===== src/rtl/pe_array_sched.sv =====
// pe_array_sched: front-end scheduler for a row of PE_NUM PEs.
// Buffers the input stream into gap-free LOAD_NUM-word bursts, issues one
// burst per PE in index order, then merges the PE output streams into one
// tagged stream and pulses done after the last word.
// Optional feature macro: PE_SCHED_TIMEOUT_EN enables the COLLECT watchdog.

`ifndef DATA_WIDTH
`define DATA_WIDTH 16
`endif
`ifndef LOAD_NUM
`define LOAD_NUM 4
`endif
`ifndef OUT_NUM
`define OUT_NUM 2
`endif

module pe_array_sched #(
    parameter int PE_NUM   = 4,
    parameter int LOAD_NUM = `LOAD_NUM,
    parameter int OUT_NUM  = `OUT_NUM,
    parameter int TIMEOUT  = 1023,
    localparam int W       = `DATA_WIDTH * 2
) (
    input  logic                clk,
    input  logic                rst,
    input  logic                s_valid,
    output logic                s_ready,
    input  logic [W-1:0]        s_data,
    output logic [PE_NUM-1:0]   pe_din_v,
    output logic [W-1:0]        pe_din,
    input  logic [PE_NUM-1:0]   pe_dout_v,
    input  logic [PE_NUM*W-1:0] pe_dout,
    output logic                m_valid,
    output logic [W-1:0]        m_data,
    output logic [3:0]          m_pe_id,
    output logic                done,
    output logic                err
);

    localparam int PW    = (LOAD_NUM > 1) ? $clog2(LOAD_NUM) : 1;
    localparam int PEW   = (PE_NUM > 1) ? $clog2(PE_NUM) : 1;
    localparam int TOTAL = OUT_NUM * PE_NUM;
    localparam int OW    = $clog2(TOTAL + 1);

    // Reject configurations outside the supported range at elaboration.
    if (PE_NUM < 2 || PE_NUM > 16 || LOAD_NUM < 1 || LOAD_NUM > 64 ||
        OUT_NUM < 1 || TIMEOUT < 1) begin : g_bad_cfg
        $error("pe_array_sched: unsupported parameter set");
    end

    typedef enum logic [1:0] {IDLE, FILL, ISSUE, COLLECT} state_t;

    state_t          state;
    logic [W-1:0]    buffer [LOAD_NUM];
    logic [PW-1:0]   wp;
    logic [PW-1:0]   rp;
    logic [PEW-1:0]  pe;
    logic [OW-1:0]   ocnt;
`ifdef PE_SCHED_TIMEOUT_EN
    localparam int TW = $clog2(TIMEOUT + 1);
    logic [TW-1:0]   wdog;
`endif

    logic            accept;
    logic            last_word;
    logic [PW-1:0]   wr_idx;
    logic            any_out;
    logic            multi_out;
    logic [3:0]      sel_id;
    logic [W-1:0]    sel_data;

    // Input is accepted only while the buffer is being filled.
    assign s_ready   = (state == IDLE) || (state == FILL);
    assign accept    = s_valid && s_ready;
    assign wr_idx    = (state == IDLE) ? '0 : wp;
    assign last_word = (state == IDLE) ? (LOAD_NUM == 1) : (wp == PW'(LOAD_NUM - 1));
    assign any_out   = |pe_dout_v;
    assign multi_out = |(pe_dout_v & (pe_dout_v - PE_NUM'(1)));

    // Lowest-index PE with valid output wins the merged stream.
    always_comb begin
        // NOTE: every output of a combinational block gets a default first,
        // so no path leaves it unassigned and no latch is inferred.
        sel_id   = '0;
        sel_data = pe_dout[W-1:0];
        for (int i = PE_NUM - 1; i >= 0; i--) begin
            if (pe_dout_v[i]) begin
                sel_id   = 4'(i);
                sel_data = pe_dout[i*W +: W];
            end
        end
    end

    // Sample buffer write port.
    // NOTE: the buffer is deliberately not reset; every entry is written
    // before it is read, so a reset would only cost a wide reset tree.
    always_ff @(posedge clk) begin
        if (accept) begin
            buffer[wr_idx] <= s_data;
        end
    end

    // Scheduler FSM with registered load, merge, done and error outputs.
    always_ff @(posedge clk) begin
        // NOTE: sequential state uses non-blocking assignments so every
        // register samples pre-edge values regardless of statement order.
        if (rst) begin
            state    <= IDLE;
            wp       <= '0;
            rp       <= '0;
            pe       <= '0;
            ocnt     <= '0;
            pe_din_v <= '0;
            pe_din   <= '0;
            m_valid  <= 1'b0;
            m_data   <= '0;
            m_pe_id  <= '0;
            done     <= 1'b0;
            err      <= 1'b0;
`ifdef PE_SCHED_TIMEOUT_EN
            wdog     <= '0;
`endif
        end else begin
            m_valid <= 1'b0;
            done    <= 1'b0;
            if (state != COLLECT && any_out) begin
                err <= 1'b1;
            end

            case (state)
                IDLE: begin
                    if (accept) begin
                        pe <= '0;
                        if (last_word) begin
                            state    <= ISSUE;
                            rp       <= '0;
                            pe_din_v <= PE_NUM'(1);
                            pe_din   <= s_data;
                        end else begin
                            wp    <= PW'(1);
                            state <= FILL;
                        end
                    end
                end

                FILL: begin
                    if (accept) begin
                        if (last_word) begin
                            // First beat goes out on the edge that lands the last word.
                            state    <= ISSUE;
                            rp       <= '0;
                            pe_din_v <= PE_NUM'(1) << pe;
                            pe_din   <= (wp == '0) ? s_data : buffer[0];
                        end else begin
                            wp <= wp + PW'(1);
                        end
                    end
                end

                ISSUE: begin
                    if (rp == PW'(LOAD_NUM - 1)) begin
                        pe_din_v <= '0;
                        pe_din   <= '0;
                        if (pe == PEW'(PE_NUM - 1)) begin
                            state <= COLLECT;
                            ocnt  <= '0;
`ifdef PE_SCHED_TIMEOUT_EN
                            wdog  <= '0;
`endif
                        end else begin
                            pe    <= pe + PEW'(1);
                            wp    <= '0;
                            state <= FILL;
                        end
                    end else begin
                        rp     <= rp + PW'(1);
                        pe_din <= buffer[rp + PW'(1)];
                    end
                end

                COLLECT: begin
                    if (ocnt == OW'(TOTAL)) begin
                        done  <= 1'b1;
                        state <= IDLE;
                        if (any_out) begin
                            err <= 1'b1;
                        end
                    end else begin
                        if (any_out) begin
                            m_valid <= 1'b1;
                            m_data  <= sel_data;
                            m_pe_id <= sel_id;
                            ocnt    <= ocnt + OW'(1);
                            if (multi_out) begin
                                err <= 1'b1;
                            end
                        end
`ifdef PE_SCHED_TIMEOUT_EN
                        if (any_out) begin
                            wdog <= '0;
                        end else if (wdog == TW'(TIMEOUT - 1)) begin
                            err   <= 1'b1;
                            done  <= 1'b1;
                            state <= IDLE;
                        end else begin
                            wdog <= wdog + TW'(1);
                        end
`endif
                    end
                end

                default: state <= IDLE;
            endcase
        end
    end

endmodule


===== config.mk =====
export PLATFORM = sky130hd
export DESIGN_NAME = pe_array_sched
export DESIGN_NICKNAME = d
export VERILOG_FILES = /design/src/rtl/pe_array_sched.sv
export SDC_FILE = /design/constraint.sdc
export NUM_CORES = 1
export LEC_CHECK = 0
export BUFFER_PORTS_ARGS = -buffer_cell sky130_fd_sc_hd__buf_2
export CAP_MARGIN = 20
export CORE_MARGIN = 10
export CORE_UTILIZATION = 40
export DETAILED_ROUTE_END_ITERATION = 10
export HOLD_SLACK_MARGIN = 0.05
export PLACE_DENSITY_LB_ADDON = 0.2
export SLEW_MARGIN = 10
export SYNTH_ARGS = -nofsm -noshare
export SYNTH_HDL_FRONTEND = slang
export SYNTH_SLANG_ARGS = --single-unit
export TNS_END_PERCENT = 20

===== constraint.sdc =====
create_clock -name clk -period 3.3 [get_ports clk]
set_clock_uncertainty 0.05 [all_clocks]
set_input_delay 0.165 -clock clk [delete_from_list [all_inputs] [get_ports clk]]
set_output_delay 0.165 -clock clk [all_outputs]
set_load 0.01 [all_outputs]

==> results.json, run 1 <==
{
  "min_from": "pe_dout[57]",
  "wl_met3_um": 2270,
  "hold_depth": 5,
  "initial_core_util": 0.405,
  "layout.cells.non_filler": 1575,
  "max_freq_mhz": 369,
  "hpwl_um": 20700,
  "numCtsBuffers": 24,
  "leakage_nw": 4.84,
  "fin_crit_sh": 0.822,
  "via_count": 8557,
  "routed-wl-met2_um": 14900,
  "critPathCaptureType": "flip-flop",
  "io_pins": 243,
  "fin_crit_ps": 2710,
  "fp.dieW_um": 179,
  "worst_pin_slew_ps": 830,
  "design_area_um2": 13200,
  "ys_ff_latch": 213,
  "start_kind": "flip-flop",
  "power_mw": 7.53,
  "status": "finished clean",
  "yosysTopAreaCellShare": 0.379,
  "synthArstFlopShare": 0,
  "die_h_um": 179,
  "slew_viol_final": 0,
  "power_density_nw_per_um2": 572,
  "finalHoldViolCount": 0,
  "place_area_um2": 11700,
  "rr_worst_depth": 7,
  "ant_nets": 0,
  "cts_tree": "done",
  "whs_endpoint": "m_data[25]",
  "yosys_warnings": 0,
  "grt_pass1_wl_um": 47400,
  "clkTransAtPathRegs_ps": 60,
  "syn_avg_cell_area_um2": 10.6,
  "drtIter0Drc": 597,
  "yosys.area.top_type": "edfxtp_1",
  "fin_util": 0.526,
  "insertion_delay_ps": 520,
  "netlist_top_cells_area": "edfxtp_1 38%, dfxtp_1 17%, mux2i_1 6.5%",
  "grt_pass1_vias": 8626,
  "num-fill-cells": 2221,
  "synthFlopType": "edfxtp_1",
  "multiInputGateArea_um2": 4170,
  "post_drt_wl_per_cell_um": 19.6,
  "fin_setup_tns_ps": 0,
  "antenna_found_initial": 1,
  "slew_headroom": 0.446,
  "placementRows": 58,
  "wl_met1_um": 13100,
  "cts.sinks": 213,
  "die_area_um2": 32100,
  "maxCapViolCount": 0,
  "ir_drop_mv": 0.334,
  "dp_cells": 1463,
  "final_cell_mix": "240 x buf_2, 128 x edfxtp_1, 121 x a21oi_1",
  "hold_class": "primary input to flip-flop",
  "dr.pass1.iters": 5,
  "htreeDepth": 1,
  "setup_viol": 0,
  "cts_resized": 0,
  "coreArea_um2": 25000,
  "numPortBuffers": 240,
  "routed.top_layer": "met5",
  "cp.required_ps": 3670,
  "netlist_area_um2": 10100,
  "vias_per_cell": 5.43,
  "rsz0062_at_grt": "no",
  "rr_endpoint": "pe_din[29]",
  "seq_area_um2": 5550,
  "grtUsageTotal": 0.183,
  "syn_inst": 956,
  "clock-root-buffer": "clkbuf_16",
  "place.gp.congestion": 0.852,
  "r2r-start": "state[0]",
  "grt_overflow": 0,
  "drive_above_1_share": 0.257,
  "final_common_cell": "buf_2",
  "critPathMaxFanout": 17,
  "yosysSeqAreaShare": 0.547,
  "drc": 0,
  "rrSetupSlack_ps": 590,
  "area_growth_pct": 29.7,
  "grt_max_degree": 71,
  "routed_wl_um": 30900,
  "synth_edf_count": 128,
  "clock_path_buffers": 3,
  "final_net_count": 1407,
  "crit_type": "flip-flop to flip-flop",
  "worstPathArrival_ps": 3090,
  "ys_types": 53
}
==> metrics by stage <==
| stage | hold WS, ps | setup slack (ps) |
|---|---|---|
| 2_1_floorplan | 214 | 264 |
| 4_1_cts | 52.1 | 607 |
| 6_report | 82.2 | 587 |
| 5_1_grt | 84.3 | 366 |
| 3_5_place_dp | 365 | 634 |
| 3_3_place_gp | 364 | 717 |
==> layout make-up <==
class / count / area share
antenna: 1 / 0.000190
clock buffer: 30 / 0.0496
clock inverter: 14 / 0.0102
inverter: 27 / 0.00770
multi-input combinational: 627 / 0.317
sequential: 213 / 0.421
tap: 330 / 0.0314
timing repair buffer: 333 / 0.163
==> cells in the mapped netlist, types with 2 or more instances <==
cell / count
a2111oi_0: 2
a211o_1: 2
a211oi_1: 19
a21oi_1: 121
a221oi_1: 17
a311o_1: 2
a31oi_1: 2
and2_1: 2
and3_1: 2
and3b_1: 2
buf_1: 4
buf_2: 26
buf_4: 4
clkbuf_1: 56
dfxtp_1: 85
edfxtp_1: 128
ha_1: 14
inv_1: 27
mux2i_1: 66
nand2_1: 55
nand2b_1: 3
nand3_1: 3
nand3b_1: 21
nand4_1: 5
nor2_1: 34
nor2b_1: 54
nor3_1: 22
nor3b_1: 15
o211ai_1: 16
o21ai_0: 37
o21ai_1: 3
o221ai_1: 31
o22ai_1: 33
o31ai_1: 17
o41ai_1: 2
or2_2: 4
or3_1: 4
==> how the worst max path moves through the flow <==
stage | start | cells after the start | end
after floorplan | state[1] | 7 | buffer[2][0]
after global placement | state[0] | 7 | pe_din[23]
after detailed placement | state[0] | 7 | pe_din[29]
after CTS | state[0] | 7 | pe_din[29]
after global routing | state[0] | 7 | pe_din[22]
final | state[0] | 7 | pe_din[29]
==> critical path: stages, from the launching register on <==
cell      delay [ps]
dfxtp_1          340
inv_1            120
ha_1             490
or3b_1           750
buf_4            360
o22ai_1          180
o221ai_1         150
a21oi_1          170
==> sequential cells by signal, summed over array words and instances, names as in the netlist, 2 cells and up <==
signal    cells
pe_din       32
m_data       32
pe            2
pe_din_v      4
state         2
buffer      128
wp            2
m_pe_id       2
ocnt          4
rp            2
==> per-layer routing <==
metal,vias up,track usage
met5,-,0
met4,2,0.0519
met3,52,0.0476
met2,277,0.297
met1,4081,0.237
li1,4145,-
==> timing repair <==
item,CTS,global route
hold buffers,67,0
buffers inserted,0,0
hold endpoints to repair,192,0
==> cells by family (layout without fill, tap and decap cells) <==
| family | count (synthesis) | in the layout | share of synthesized area |
|---|---|---|---|
| and+or+nand+nor | 233 | 233 | 0.127 |
| other | 1 | 3 | 0.000370 |
| DFF | 213 | 213 | 0.547 |
| muxes | 67 | 67 | 0.0662 |
| buffers and inverters | 117 | 404 | 0.0480 |
| adders and majority gates | 14 | 14 | 0.0173 |
| AOI/OAI and AO/OA | 311 | 311 | 0.195 |
==> where the power goes <==
group / internal [mW] / switching [mW] / total, mW / leakage [nW]
clock network: 1.56 / 1.06 / 2.62 / 0.387
registers: 3.03 / 0.107 / 3.14 / 1.86
logic: 0.672 / 1.10 / 1.78 / 2.59
No activity file was read; power rests on OpenSTA's default activity.
==> run 2: changes to the inputs <==
==> constraint.sdc (replaced) <==
create_clock -name clk -period 2.7 [get_ports clk]
set_clock_uncertainty 0.05 [all_clocks]
set_input_delay 0.135 -clock clk [delete_from_list [all_inputs] [get_ports clk]]
set_output_delay 0.135 -clock clk [all_outputs]
set_load 0.01 [all_outputs]
==> run 2 against run 1 <==
  * Critical path depth is the same
  * Global-route usage shrank 0.10 points
  * Worst hold slack lost 19 ps
  * Critical path type unchanged
  * Largest power group unchanged
==> results.json, run 2 (synthesis results as in run 1) <==
{
  "grt_pass1_vias": 8623,
  "diodes": 0,
  "fin_crit_ps": 2470,
  "clock-root-buffer": "clkbuf_16",
  "max_freq_mhz": 404,
  "slew_viol_final": 0,
  "placementRows": 58,
  "drtIter0Drc": 506,
  "insertion_delay_ps": 520,
  "cts_resized": 0,
  "fin_crit_sh": 0.916,
  "clock_path_buffers": 3,
  "rsz0062_at_grt": "no",
  "post_cts.repair.setup_buffers": 0,
  "cpMaxStageDelayCell": "dlygate4sd3_1",
  "place_area_um2": 11800,
  "routed_wl_um": 30800,
  "die_h_um": 179,
  "drc": 0,
  "coreArea_um2": 25000,
  "antenna_found_initial": 0,
  "seq_power_share": 0.409,
  "ir_drop_mv": 0.365,
  "pwr-share-clk": 0.355,
  "ant_nets": 0,
  "area_growth_pct": 31.7,
  "io_pins": 243,
  "max_stage_delay_ps": 620,
  "maxCapViolCount": 0,
  "critPathMaxFanout": 32,
  "cts.sinks": 213,
  "slew_headroom": 0.350,
  "vias_per_cell": 5.42,
  "power_mw": 9.34,
  "dr.pass1.iters": 5,
  "drive_above_1_share": 0.260,
  "grt_overflow": 0,
  "design_area_um2": 13400,
  "critPathBufInv": 3,
  "final_net_count": 1428,
  "setup_slack_ps": 227,
  "hpwl_um": 20700,
  "die_area_um2": 32100,
  "dp_cells": 1474,
  "num-fill-cells": 2223,
  "seq_area_um2": 5550,
  "comb_power_share": 0.235,
  "final_cell_mix": "240 x buf_2, 128 x edfxtp_1, 121 x a21oi_1",
  "start_kind": "flip-flop",
  "final_common_cell": "buf_2",
  "grtUsageTotal": 0.182,
  "hold_class": "primary input to flip-flop",
  "worstPathArrival_ps": 2860,
  "timing.critical_path.cells": "ha_1 > inv_1 > nor3_4 > buf_4 > o211ai_1 > dlygate4sd3_1 > a21oi_1",
  "setup_viol": 0,
  "power_density_nw_per_um2": 700,
  "via_count": 8650,
  "fin_util": 0.534,
  "worst_pin_slew_ps": 971,
  "crit_family": "buffers and inverters",
  "cts_tree": "done",
  "clkTransAtPathRegs_ps": 60,
  "fin_setup_tns_ps": 0,
  "cp.required_ps": 3090,
  "grt_max_degree": 55,
  "htreeDepth": 1,
  "finalHoldViolCount": 0,
  "grt_pass1_wl_um": 47300,
  "whs_ps": 63.0,
  "r2r-start": "state[1]",
  "status": "finished clean",
  "critical_path.startpoint": "state[1]",
  "critPathCaptureType": "flip-flop",
  "fp.dieW_um": 179,
  "multiInputGateArea_um2": 4170,
  "numPortBuffers": 240,
  "p_int_mw": 6.57,
  "layout.cells.non_filler": 1595,
  "min_from": "pe_dout[54]",
  "numCtsBuffers": 24,
  "post_drt_wl_per_cell_um": 19.3,
  "largest_reg_flops": 128,
  "place.gp.congestion": 0.838,
  "regMostFlops": "buffer",
  "leakage_nw": 4.92,
  "top_regs": "buffer: 128 flops, m_data: 32 flops, pe_din: 32 flops",
  "crit_type": "flip-flop to flip-flop",
  "initial_core_util": 0.405,
  "dpl_worst_slack_ps": 470,
  "switchingPower_mw": 2.77,
  "swShare": 0.297
}
-- run 2: cell count changes in the layout (fill, tap and decap cells not counted), moves of 2 or more --
cell           delta
clkinv_2          -3
dlygate4sd3_1    +10
clkbuf_8          +2
clkinvlp_4        -2
buf_4            +12
clkinv_1          -2
clkbuf_1          +4
-- run 2: tightest hold or removal path: stages --
cell	delay, ps
buf_2	80
a21oi_1	60
o31ai_1	100
o211ai_1	100
a21oi_1	110
-- run 2: final timing paths --
check / end / depth (start not counted) / slack [ps]
worst max-delay path: m_data[2] / 7 / 230
worst min-delay path: m_data[22] / 5 / 60
worst max register to register: m_data[2] / 7 / 230
worst min register to register: pe_din[29] / 2 / 400
-- run 2: layer usage --
layer / vias up / GRT usage / wire [um]
li1: 4179 / - / -
met1: 4133 / 0.234 / 13100
met2: 283 / 0.301 / 14900
met3: 55 / 0.0459 / 2160
met4: 0 / 0.0458 / 686
met5: - / 0 / 0
-- run 2: cell type report --
class | count | share of cell area
sequential | 213 | 0.415
inverter | 27 | 0.00759
tap | 330 | 0.0309
clock buffer | 37 | 0.0540
multi-input combinational | 627 | 0.312
clock inverter | 7 | 0.00721
timing repair buffer | 354 | 0.173
-- run 2: repair_timing --
| item | CTS | global route |
|---|---|---|
| hold buffers | 77 | 0 |
| endpoints found under the setup margin | 0 | 0 |
| hold endpoints to repair | 195 | 0 |
-- run 2: power groups by stage --
stage	clock [mW]	sequential (mW)	combinational, mW
final	3.32	3.83	2.20
after CTS	3.39	3.83	2.21
after global placement	0	3.89	2.10
after floorplan	0	3.93	1.24
after global routing	3.50	3.85	2.43
after detailed placement	0	3.89	2.12
